--- src/rtl/demux_1ton_reg.sv ---
// Registered 1-to-N demultiplexer: steers each input word to the output channel chosen by sel.
// Latency: 1 cycle from input transfer to out_valid/out_data; err_sel/drop_cnt also 1 cycle.
// Backpressure: in_ready drops only when the selected channel is full and not draining, or en=0.
module demux_1ton_reg #(
    parameter int unsigned WIDTH     = 8,
    parameter int unsigned N_OUT     = 4,
    parameter int unsigned SEL_W     = 2,
    parameter int unsigned ZERO_IDLE = 0,
    parameter int unsigned CNT_W     = 8
) (
    input  logic                   clk,
    input  logic                   rst_n,
    input  logic                   en,
    input  logic [SEL_W-1:0]       sel,
    input  logic [WIDTH-1:0]       in_data,
    input  logic                   in_valid,
    output logic                   in_ready,
    output logic [N_OUT*WIDTH-1:0] out_data,
    output logic [N_OUT-1:0]       out_valid,
    input  logic [N_OUT-1:0]       out_ready,
    output logic                   err_sel,
    output logic [CNT_W-1:0]       drop_cnt
);

    // N_OUT always fits in SEL_W+1 bits because 2**SEL_W >= N_OUT.
    localparam logic [SEL_W:0] N_OUT_W = (SEL_W+1)'(N_OUT);

    // Channel i is slice [i] of the packed array, which lines up with out_data[i*WIDTH +: WIDTH].
    logic [N_OUT-1:0][WIDTH-1:0] data_q;
    logic [N_OUT-1:0]            valid_q;
    logic                        err_q;
    logic [CNT_W-1:0]            drop_q;

    logic [N_OUT-1:0] sel_dec;
    logic [N_OUT-1:0] load;
    logic [N_OUT-1:0] drain;
    logic             sel_bad;
    logic             sel_busy;
    logic             xfer;

    // Decode sel; an out-of-range sel decodes to no channel, so it can never stall the input.
    always_comb begin
        sel_dec = '0;
        for (int i = 0; i < N_OUT; i++) begin
            sel_dec[i] = ({1'b0, sel} == (SEL_W+1)'(i));
        end
    end

    assign sel_bad  = ({1'b0, sel} >= N_OUT_W);
    assign drain    = valid_q & out_ready;
    // Selected channel is busy only if it holds a word that is not leaving this cycle.
    assign sel_busy = |(sel_dec & valid_q & ~out_ready);
    assign in_ready = en && !sel_busy;
    assign xfer     = in_valid && in_ready;
    assign load     = xfer ? sel_dec : '0;

    // Per-channel holding registers: a load wins over a drain so a draining channel refills in the same cycle.
    always_ff @(posedge clk or negedge rst_n) begin
        if (!rst_n) begin
            valid_q <= '0;
            data_q  <= '0;
        end else begin
            for (int i = 0; i < N_OUT; i++) begin
                if (load[i]) begin
                    valid_q[i] <= 1'b1;
                    data_q[i]  <= in_data;
                end else if (drain[i]) begin
                    valid_q[i] <= 1'b0;
                    if (ZERO_IDLE != 0) begin
                        data_q[i] <= '0;
                    end
                end
            end
        end
    end

    // Words addressed past the last channel are swallowed, flagged for one cycle and counted (saturating).
    always_ff @(posedge clk or negedge rst_n) begin
        if (!rst_n) begin
            err_q  <= 1'b0;
            drop_q <= '0;
        end else begin
            err_q <= xfer && sel_bad;
            if (xfer && sel_bad && !(&drop_q)) begin
                drop_q <= drop_q + CNT_W'(1);
            end
        end
    end

    assign out_data  = data_q;
    assign out_valid = valid_q;
    assign err_sel   = err_q;
    assign drop_cnt  = drop_q;

endmodule

--- config.mk ---
export PLATFORM = sky130hd
export DESIGN_NAME = demux_1ton_reg
export DESIGN_NICKNAME = d
export VERILOG_FILES = /design/src/rtl/demux_1ton_reg.sv
export SDC_FILE = /design/constraint.sdc
export NUM_CORES = 1
export LEC_CHECK = 0
export CORE_MARGIN = 1
export CORE_UTILIZATION = 35
export DETAILED_ROUTE_END_ITERATION = 12
export GPL_TIMING_DRIVEN = 0
export PLACE_DENSITY_LB_ADDON = 0.3
export SLEW_MARGIN = 10
export SYNTH_ARGS = -nofsm -noshare
export SYNTH_HDL_FRONTEND = slang
export SYNTH_SLANG_ARGS = --single-unit
--- constraint.sdc ---
create_clock -name clk -period 3.05 [get_ports clk]
set_input_delay 0.915 -clock clk [delete_from_list [all_inputs] [get_ports clk]]
set_output_delay 0.915 -clock clk [all_outputs]
set_load 0.02 [all_outputs]
==> flow_metrics.py, run 1 <==
metrics = {
    "layout": {
        "final_nets": 186,
        "seqCellArea_um2": 901,
        "layout.cells.non_filler": 219,
        "nFillCells": 341,
        "multi_input_comb_area_um2": 592,
        "antennaDiodeCount": 0,
        "layout_common_cells": "clkdlybuf4s50_1 (50), dfrtp_1 (36), mux2_2 (32)",
        "drive_above_1_share_pct": 36.1,
        "fin_area_um2": 2290,
        "layout_commonest_cell": "clkdlybuf4s50_1",
        "area_delta_synth_final_pct": 50.3,
    },
    "timing": {
        "final.min_clock_period_ns": 3.01,
        "slew_viol_final": 0,
        "fin_crit_sh_pct": 98.6,
        "worst_pin_slew_ns": 0.779,
        "finalSetupViolations": 0,
        "clock_skew_ns": 0.00226,
        "maxSlewHeadroom_pct": 48.1,
        "grt_setup_unrepaired": "false",
        "timing.fmax_mhz": 332,
        "hold_viol_final": 0,
        "setup_tns_ns": 0,
    },
    "synthesis": {
        "syn_area_um2": 1530,
        "synthDistinctLibCells": 20,
        "synth_compound_area_share_pct": 3.69,
        "synth_top_family_by_area": "multiplexers",
        "synthSimpleGateAreaFrac_pct": 8.45,
        "yosys.area_share.adder_pct": 0,
        "synth-seq-cells": 36,
        "synth_xor_area_share_pct": 0,
        "muxShareOfSynthArea_pct": 23.6,
        "ys_seq_area_share_pct": 59.1,
        "syn_area_per_cell_um2": 15.4,
        "yosys_warnings": 0,
        "synthCells": 99,
    },
    "global_routing": {
        "grt_start_max_net_pins": 37,
        "grt_util_all_layers_pct": 15.4,
        "grt_pass1_wl_mm": 4.93,
        "gr-total-overflow": 0,
        "antenna_found_initial": 0,
        "grt_pass1_vias": 1021,
    },
    "setup_path": {
        "cp-end-kind": "output pin",
        "crit_slowest_cell": "clkdlybuf4s50_1",
        "critPathKind": "in -> out",
        "cp.arrival_ns": 2.09,
        "critPathMaxFanout": 3,
        "startpoint_type": "input port",
        "critPathRequiredTime_ns": 2.13,
        "max_stage_delay_ns": 0.41,
        "crit_chain": "clkdlybuf4s50_1, nand2b_4, o221a_2, o21a_1, clkdlybuf4s15_2",
    },
    "routing": {
        "vias": 1010,
        "viasPerCell": 4.61,
        "ant_nets": 0,
        "drt_wl_total_mm": 3.30,
        "wire_per_inst_um": 15.1,
        "drtIter0Drc": 18,
        "dr.pass1.iters": 3,
        "drc_errors": 0,
    },
    "place": {
        "placed_cells": 211,
        "numPortBuffers": 54,
        "dp_hpwl_mm": 2.33,
        "postPlaceCellArea_um2": 2150,
        "globalplace.congestion": 0.677,
    },
    "clock_tree": {
        "cts_buffer_depth": 2,
        "cts.hold.buffers_added": 0,
        "clock_latency_ns": 0.28,
        "clock_sinks": 36,
        "cts_buffers": 5,
        "clockRootBuffer": "clkbuf_8",
        "clk_pin_slew_worst_paths_ns": 0.07,
        "tritoncts": "built",
        "htree_num_levels": 2,
    },
    "floorplanning": {
        "dieArea_um2": 4630,
        "initial_core_util_pct": 37.3,
        "die_h_um": 68.0,
        "core_area_um2": 4090,
        "io_pins": 64,
        "die_w_um": 68.0,
        "num_rows": 23,
    },
    "pwr": {
        "power_switching_share_pct": 28.5,
        "p_leak_uw": 0.000982,
        "power_density_nw_per_um2": 698,
        "internal_power_uw": 1140,
        "p_total_uw": 1600,
        "clock_power_share_pct": 27.9,
        "power_switching_uw": 455,
        "vdd_drop_max_mv": 0.388,
        "comb_power_share_pct": 32.4,
        "seqPwrFrac_pct": 39.7,
    },
    "job": {
        "drv_cap": 0,
    },
    "hold_path": {
        "hp-class": "reg -> reg",
    },
    "status": {
        "status": "finished clean",
    },
}
==> registers in the layout (all words and copies together) (netlist names) <==
name,flops
out_data,32
out_valid,4
==> final timing paths <==
check / from / to / slack [ns] / cells past startpoint
max: out_ready[3] / in_ready / 0.04 / 5
min: out_data[19] / out_data[19] / 0.51 / 1
max reg2reg: out_valid[0] / out_data[2] / 1.38 / 3
min reg2reg: out_data[19] / out_data[19] / 0.51 / 1
max in group asynchronous: rst_n / out_data[4] / 1.85 / 1
min in group asynchronous: rst_n / out_valid[2] / 0.71 / 1
==> logic make-up (layout without fill, tap and decap cells) <==
logic type      after synthesis  count (layout)
other cells                   1               9
buf+inv                      11              73
simple gates                 12              12
flops                        36              36
mux                          32              32
compound gates                7               7
==> power groups by stage <==
stage | Sequential (uW) | Combinational [uW] | Clock [uW]
floorplan | 764 | 124 | 0
global placement | 637 | 513 | 0
detailed placement | 642 | 521 | 0
CTS | 636 | 523 | 463
global route | 648 | 547 | 490
finish | 635 | 518 | 446
==> layer usage <==
layer	track usage [%]	vias to the layer above	wire length, um	share of wire (%)
met4	5.21	0	24	0.73
met2	25.1	50	1600	48
met5	0	-	0	0
li1	-	466	-	-
met1	18.3	492	1420	43
met3	6.17	2	260	7.9
==> cell usage after synthesis <==
cell      number  area (um^2)
dfrtp_1       36          901
mux2_2        32          360
buf_4          9         67.6
o21ai_0        3         15.0
inv_1          2         7.51
nand2b_1       2         12.5
nor3b_4        2         37.5
a21oi_4        1         16.3
a31oi_1        1         6.26
conb_1         1         3.75
nand2_1        1         3.75
nand2_4        1         11.3
nand2b_4       1         13.8
nand4b_1       1         8.76
nor2b_1        1         6.26
nor3b_1        1         7.51
nor4_4         1         21.3
o21a_1         1         7.51
o221a_2        1         11.3
or2_2          1         6.26
==> critical path, delay by kind of cell <==
kind	cells	cell delay, ns
AOI/OAI and AO/OA	2	0.38
and+or+nand+nor	1	0.15
buffers and inverters	2	0.65
==> through the flow <==
stage               setup slack (ns)  hold WS [ns]  util, %
finish                        0.0415         0.506     56.1
global route                 0.00256         0.530     56.1
CTS                           0.0175         0.511     55.8
detailed placement            -0.566         0.495     52.7
global placement              -0.545         0.491     52.8
floorplan                      0.629         0.619        -
==> area by class of cell <==
cell class | instances | share of cell area, %
tap | 50 | 2.73
clock inverter | 1 | 1.31
clock buffer | 7 | 4.20
timing repair buffer | 54 | 23.4
multi-input combinational | 60 | 25.8
buffer | 9 | 2.95
sequential | 36 | 39.3
inverter | 2 | 0.328
==> timing repair <==
action                                  in CTS  in global routing
endpoints found under the setup margin       1                  1
setup buffers                                0                  0
resized for setup                            6                  2
Note: power is estimated with default switching activity, not from simulation.
==> run 2, diff against run 1 <==
Settings changed: SKIP_CTS_REPAIR_TIMING from default to 1.
==> flow_metrics.py, run 2 (synthesis results as in run 1) <==
metrics = {
    "status": {
        "status": "finished clean",
    },
    "pwr": {
        "p_total_uw": 1600,
        "p_leak_uw": 0.00100,
        "power_density_nw_per_um2": 699,
        "vdd_drop_max_mv": 0.387,
    },
    "setup_path": {
        "cp-end-kind": "output pin",
        "startpoint_type": "input port",
        "cp.arrival_ns": 2.06,
        "critPathMaxFanout": 3,
        "r2r-end": "out_data[2]",
        "rr_startpoint": "out_valid[0]",
        "critPathKind": "in -> out",
        "r2r_cells": 3,
        "r2r_slack_ns": 1.38,
        "critPathRequiredTime_ns": 2.13,
    },
    "clock_tree": {
        "clock_latency_ns": 0.28,
        "htree_num_levels": 2,
        "cts_buffer_depth": 2,
        "cts_buffers": 5,
        "clockRootBuffer": "clkbuf_8",
        "clock_sinks": 36,
        "clk_pin_slew_worst_paths_ns": 0.07,
        "tritoncts": "built",
    },
    "global_routing": {
        "antenna_found_initial": 0,
        "grt_util_all_layers_pct": 15.4,
        "gr-total-overflow": 0,
        "grt_pass1_wl_mm": 4.93,
        "grt_start_max_net_pins": 37,
        "grt_pass1_vias": 1021,
    },
    "timing": {
        "finalSetupViolations": 0,
        "hold_viol_final": 0,
        "worst_pin_slew_ns": 0.779,
        "maxSlewHeadroom_pct": 48.1,
        "grt_setup_unrepaired": "false",
        "setup_tns_ns": 0,
        "timing.fmax_mhz": 336,
        "slew_viol_final": 0,
        "fin_crit_sh_pct": 97.6,
        "clock_skew_ns": 0.00226,
        "final.min_clock_period_ns": 2.98,
    },
    "floorplanning": {
        "num_rows": 23,
        "initial_core_util_pct": 37.3,
        "io_pins": 64,
        "die_h_um": 68.0,
        "dieArea_um2": 4630,
        "core_area_um2": 4090,
        "die_w_um": 68.0,
    },
    "place": {
        "globalplace.congestion": 0.677,
        "postPlaceCellArea_um2": 2150,
        "dp_hpwl_mm": 2.33,
        "numPortBuffers": 54,
    },
    "hold_path": {
        "hp-class": "reg -> reg",
        "holdPathEnd": "out_data[19]",
        "min_path_cells": 1,
        "min_from": "out_data[19]",
    },
    "layout": {
        "layout_commonest_cell": "clkdlybuf4s50_1",
        "final_nets": 186,
        "fin_area_um2": 2290,
        "largest_reg_flops": 32,
        "drive_above_1_share_pct": 34.3,
        "antennaDiodeCount": 0,
        "area_delta_synth_final_pct": 50.0,
        "layout_common_cells": "clkdlybuf4s50_1 (50), dfrtp_1 (36), mux2_2 (32)",
    },
    "routing": {
        "drt_wl_total_mm": 3.29,
        "dr.pass1.iters": 3,
        "drtIter0Drc": 20,
        "vias": 1011,
        "ant_nets": 0,
        "wire_per_inst_um": 15.0,
        "drc_errors": 0,
        "viasPerCell": 4.62,
    },
    "job": {
        "drv_cap": 0,
    },
}
## run 2: changes by cell type in the layout (fill, tap and decap cells not counted)
cell,before,now
nor3b_2,1,0
clkdlybuf4s15_2,1,0
nand2b_4,2,1
nor3b_1,0,1
nand2b_1,1,2
dlymetal6s2s_1,0,3
dlygate4sd2_1,1,0
clkdlybuf4s15_1,1,0
## run 2: worst max-delay path, cell delays in order
cell and delay (ns):
clkdlybuf4s50_1 0.39, nand2b_1 0.17, o221a_2 0.30, o21a_1 0.10, dlymetal6s2s_1 0.20
## run 2: worst max path at each step
stage                  from       end  slack, ns  cells after the start
2_1_floorplan  out_ready[3]  in_ready       0.63                      3
6_report       out_ready[3]  in_ready       0.07                      5
3_5_place_dp         sel[1]  in_ready      -0.57                      5
5_1_grt        out_ready[3]  in_ready      0.009                      5
4_1_cts              sel[1]  in_ready      -0.57                      5
3_3_place_gp         sel[1]  in_ready      -0.55                      5
## run 2: layout make-up
| cell class | count | area, um^2 |
|---|---|---|
| flip-flops and latches | 36 | 901 |
| well taps | 50 | 62.6 |
| clock inverters | 1 | 30.0 |
| fillers | 343 | 1800 |
| clock buffers | 7 | 96.3 |
| plain buffers | 9 | 67.6 |
| inverters | 2 | 7.51 |
| repair buffers | 54 | 543 |
| multi-input cells | 60 | 579 |
## run 2: routing by layer
layer | vias up | GRT usage (%) | wire [um]
li1 | 466 | - | -
met4 | 0 | 5.21 | 24
met1 | 493 | 18.3 | 1420
met5 | - | 0 | 0
met2 | 50 | 25.1 | 1580
met3 | 2 | 6.17 | 266
## run 2: per-stage QoR
stage | setup WS, ns | hold WS, ns | util [%] | instances
2_1_floorplan | 0.629 | 0.619 | - | 107
3_3_place_gp | -0.545 | 0.491 | 52.8 | 211
3_5_place_dp | -0.566 | 0.495 | 52.7 | 211
4_1_cts | -0.574 | 0.511 | 55.8 | 219
5_1_grt | 0.00850 | 0.530 | 56.0 | 219
6_report | 0.0742 | 0.506 | 56.0 | 219
## run 2: power by group
group | switching (uW) | leakage [uW] | total [uW] | internal [uW]
Combinational | 241 | 0.000498 | 517 | 276
Clock | 158 | 0.0000645 | 446 | 288
Sequential | 55.8 | 0.000438 | 635 | 579
Total | 454 | 0.00100 | 1600 | 1140
==> run 3, diff against run 2 <==
Settings changed: CORE_UTILIZATION 35 to 45.
==> flow_metrics.py, run 3 (synthesis results as in run 1) <==
metrics = {
    "timing": {
        "fin_crit_sh_pct": 97.5,
        "hold_viol_final": 0,
        "maxSlewHeadroom_pct": 49.1,
        "finalSetupViolations": 0,
        "timing.fmax_mhz": 336,
        "slew_viol_final": 0,
        "whs_ns": 0.514,
        "final.min_clock_period_ns": 2.97,
        "grt_setup_unrepaired": "false",
        "worst_pin_slew_ns": 0.763,
        "clock_skew_ns": 0.00143,
    },
    "setup_path": {
        "r2r_slack_ns": 1.37,
        "critPathMaxFanout": 3,
        "r2r_cells": 3,
        "cp.arrival_ns": 2.06,
        "critPathRequiredTime_ns": 2.13,
        "cp-end-kind": "output pin",
        "critPathKind": "in -> out",
        "startpoint_type": "input port",
    },
    "floorplanning": {
        "die_w_um": 60.2,
        "core_area_um2": 3130,
        "io_pins": 64,
        "initial_core_util_pct": 48.8,
        "dieArea_um2": 3630,
        "die_h_um": 60.2,
        "num_rows": 20,
    },
    "global_routing": {
        "gr-total-overflow": 0,
        "met2_usage_pct": 32.7,
        "grt_util_all_layers_pct": 19.0,
        "use_met3_pct": 5.84,
        "grt_util_met1_pct": 20.5,
        "grt-busiest-layer": "met2",
        "grt_pass1_vias": 1050,
        "grt_pass1_wl_mm": 4.76,
        "grt_start_max_net_pins": 37,
        "antenna_found_initial": 0,
    },
    "layout": {
        "layout_commonest_cell": "clkdlybuf4s50_1",
        "largest_reg_flops": 32,
        "layout.cells.non_filler": 212,
        "area_delta_synth_final_pct": 44.2,
        "layout_common_cells": "clkdlybuf4s50_1 (50), dfrtp_1 (36), mux2_2 (32)",
        "drive_above_1_share_pct": 33.3,
        "antennaDiodeCount": 0,
        "fin_area_um2": 2200,
        "final_nets": 186,
    },
    "routing": {
        "drt_wl_total_mm": 3.09,
        "drc_errors": 0,
        "viasPerCell": 4.72,
        "drtIter0Drc": 24,
        "wire_per_inst_um": 14.6,
        "vias": 1001,
        "dr.pass1.iters": 3,
        "ant_nets": 0,
    },
    "clock_tree": {
        "cts_buffers": 5,
        "clock_latency_ns": 0.33,
        "clk_pin_slew_worst_paths_ns": 0.10,
        "cts_buffer_depth": 2,
        "tritoncts": "built",
        "clockRootBuffer": "clkbuf_4",
        "htree_num_levels": 2,
        "clock_sinks": 36,
    },
    "pwr": {
        "vdd_drop_max_mv": 0.377,
        "comb_power_share_pct": 37.4,
        "power_switching_uw": 435,
        "p_total_uw": 1370,
        "power_density_nw_per_um2": 625,
        "power_switching_share_pct": 31.6,
        "seqPwrFrac_pct": 46.0,
        "internal_power_uw": 939,
        "p_leak_uw": 0.000964,
        "clock_power_share_pct": 16.6,
    },
    "place": {
        "placed_cells": 205,
        "globalplace.congestion": 0.668,
        "postPlaceCellArea_um2": 2150,
        "dp_hpwl_mm": 2.25,
        "numPortBuffers": 54,
    },
    "job": {
        "drv_cap": 0,
    },
    "hold_path": {
        "hp-class": "reg -> reg",
        "min_path_cells": 1,
    },
    "status": {
        "status": "finished clean",
    },
}
-- run 3: layout make-up --
| cell class | count | area, um^2 |
|---|---|---|
| Fill cell | 236 | 928 |
| Sequential cell | 36 | 901 |
| Multi-Input combinational cell | 60 | 579 |
| Timing Repair Buffer | 54 | 543 |
| Buffer | 9 | 67.6 |
| Tap cell | 44 | 55.1 |
| Clock buffer | 6 | 41.3 |
| Inverter | 2 | 7.51 |
| Clock inverter | 1 | 5.00 |
-- run 3: power groups by stage --
stage	Sequential (uW)	Combinational, uW	Clock, uW
detailed placement	642	518	0
floorplan	764	124	0
finish	632	514	229
global route	644	543	259
CTS	633	520	242
global placement	635	511	0
-- run 3: metrics by stage --
step	setup TNS, ns	worst slack, ns	utilization, %
2_1_floorplan	0	0.629	-
5_1_grt	0	0.0468	70.3
3_3_place_gp	-0.545	-0.545	68.8
6_report	0	0.0773	70.3
3_5_place_dp	-0.562	-0.562	68.6
4_1_cts	-0.567	-0.567	70.1
-- run 3: critical path: stages --
cell and delay, ns:
clkdlybuf4s50_1 0.39, nand2b_1 0.17, o221a_2 0.29, o21a_1 0.09, dlymetal6s2s_1 0.20
-- run 3: worst paths after layout --
kind | from | to
max | out_ready[3] | in_ready
min | out_data[30] | out_data[30]
max reg2reg | out_valid[0] | out_data[4]
min reg2reg | out_data[30] | out_data[30]
max in group asynchronous | rst_n | out_data[21]
min in group asynchronous | rst_n | out_data[2]
-- run 3: layer usage --
metal | vias to the layer above | part of all wire (%)
met3 | 8 | 7.5
met1 | 482 | 40
met4 | 0 | 1.9
li1 | 466 | -
met2 | 45 | 50
met5 | - | 0
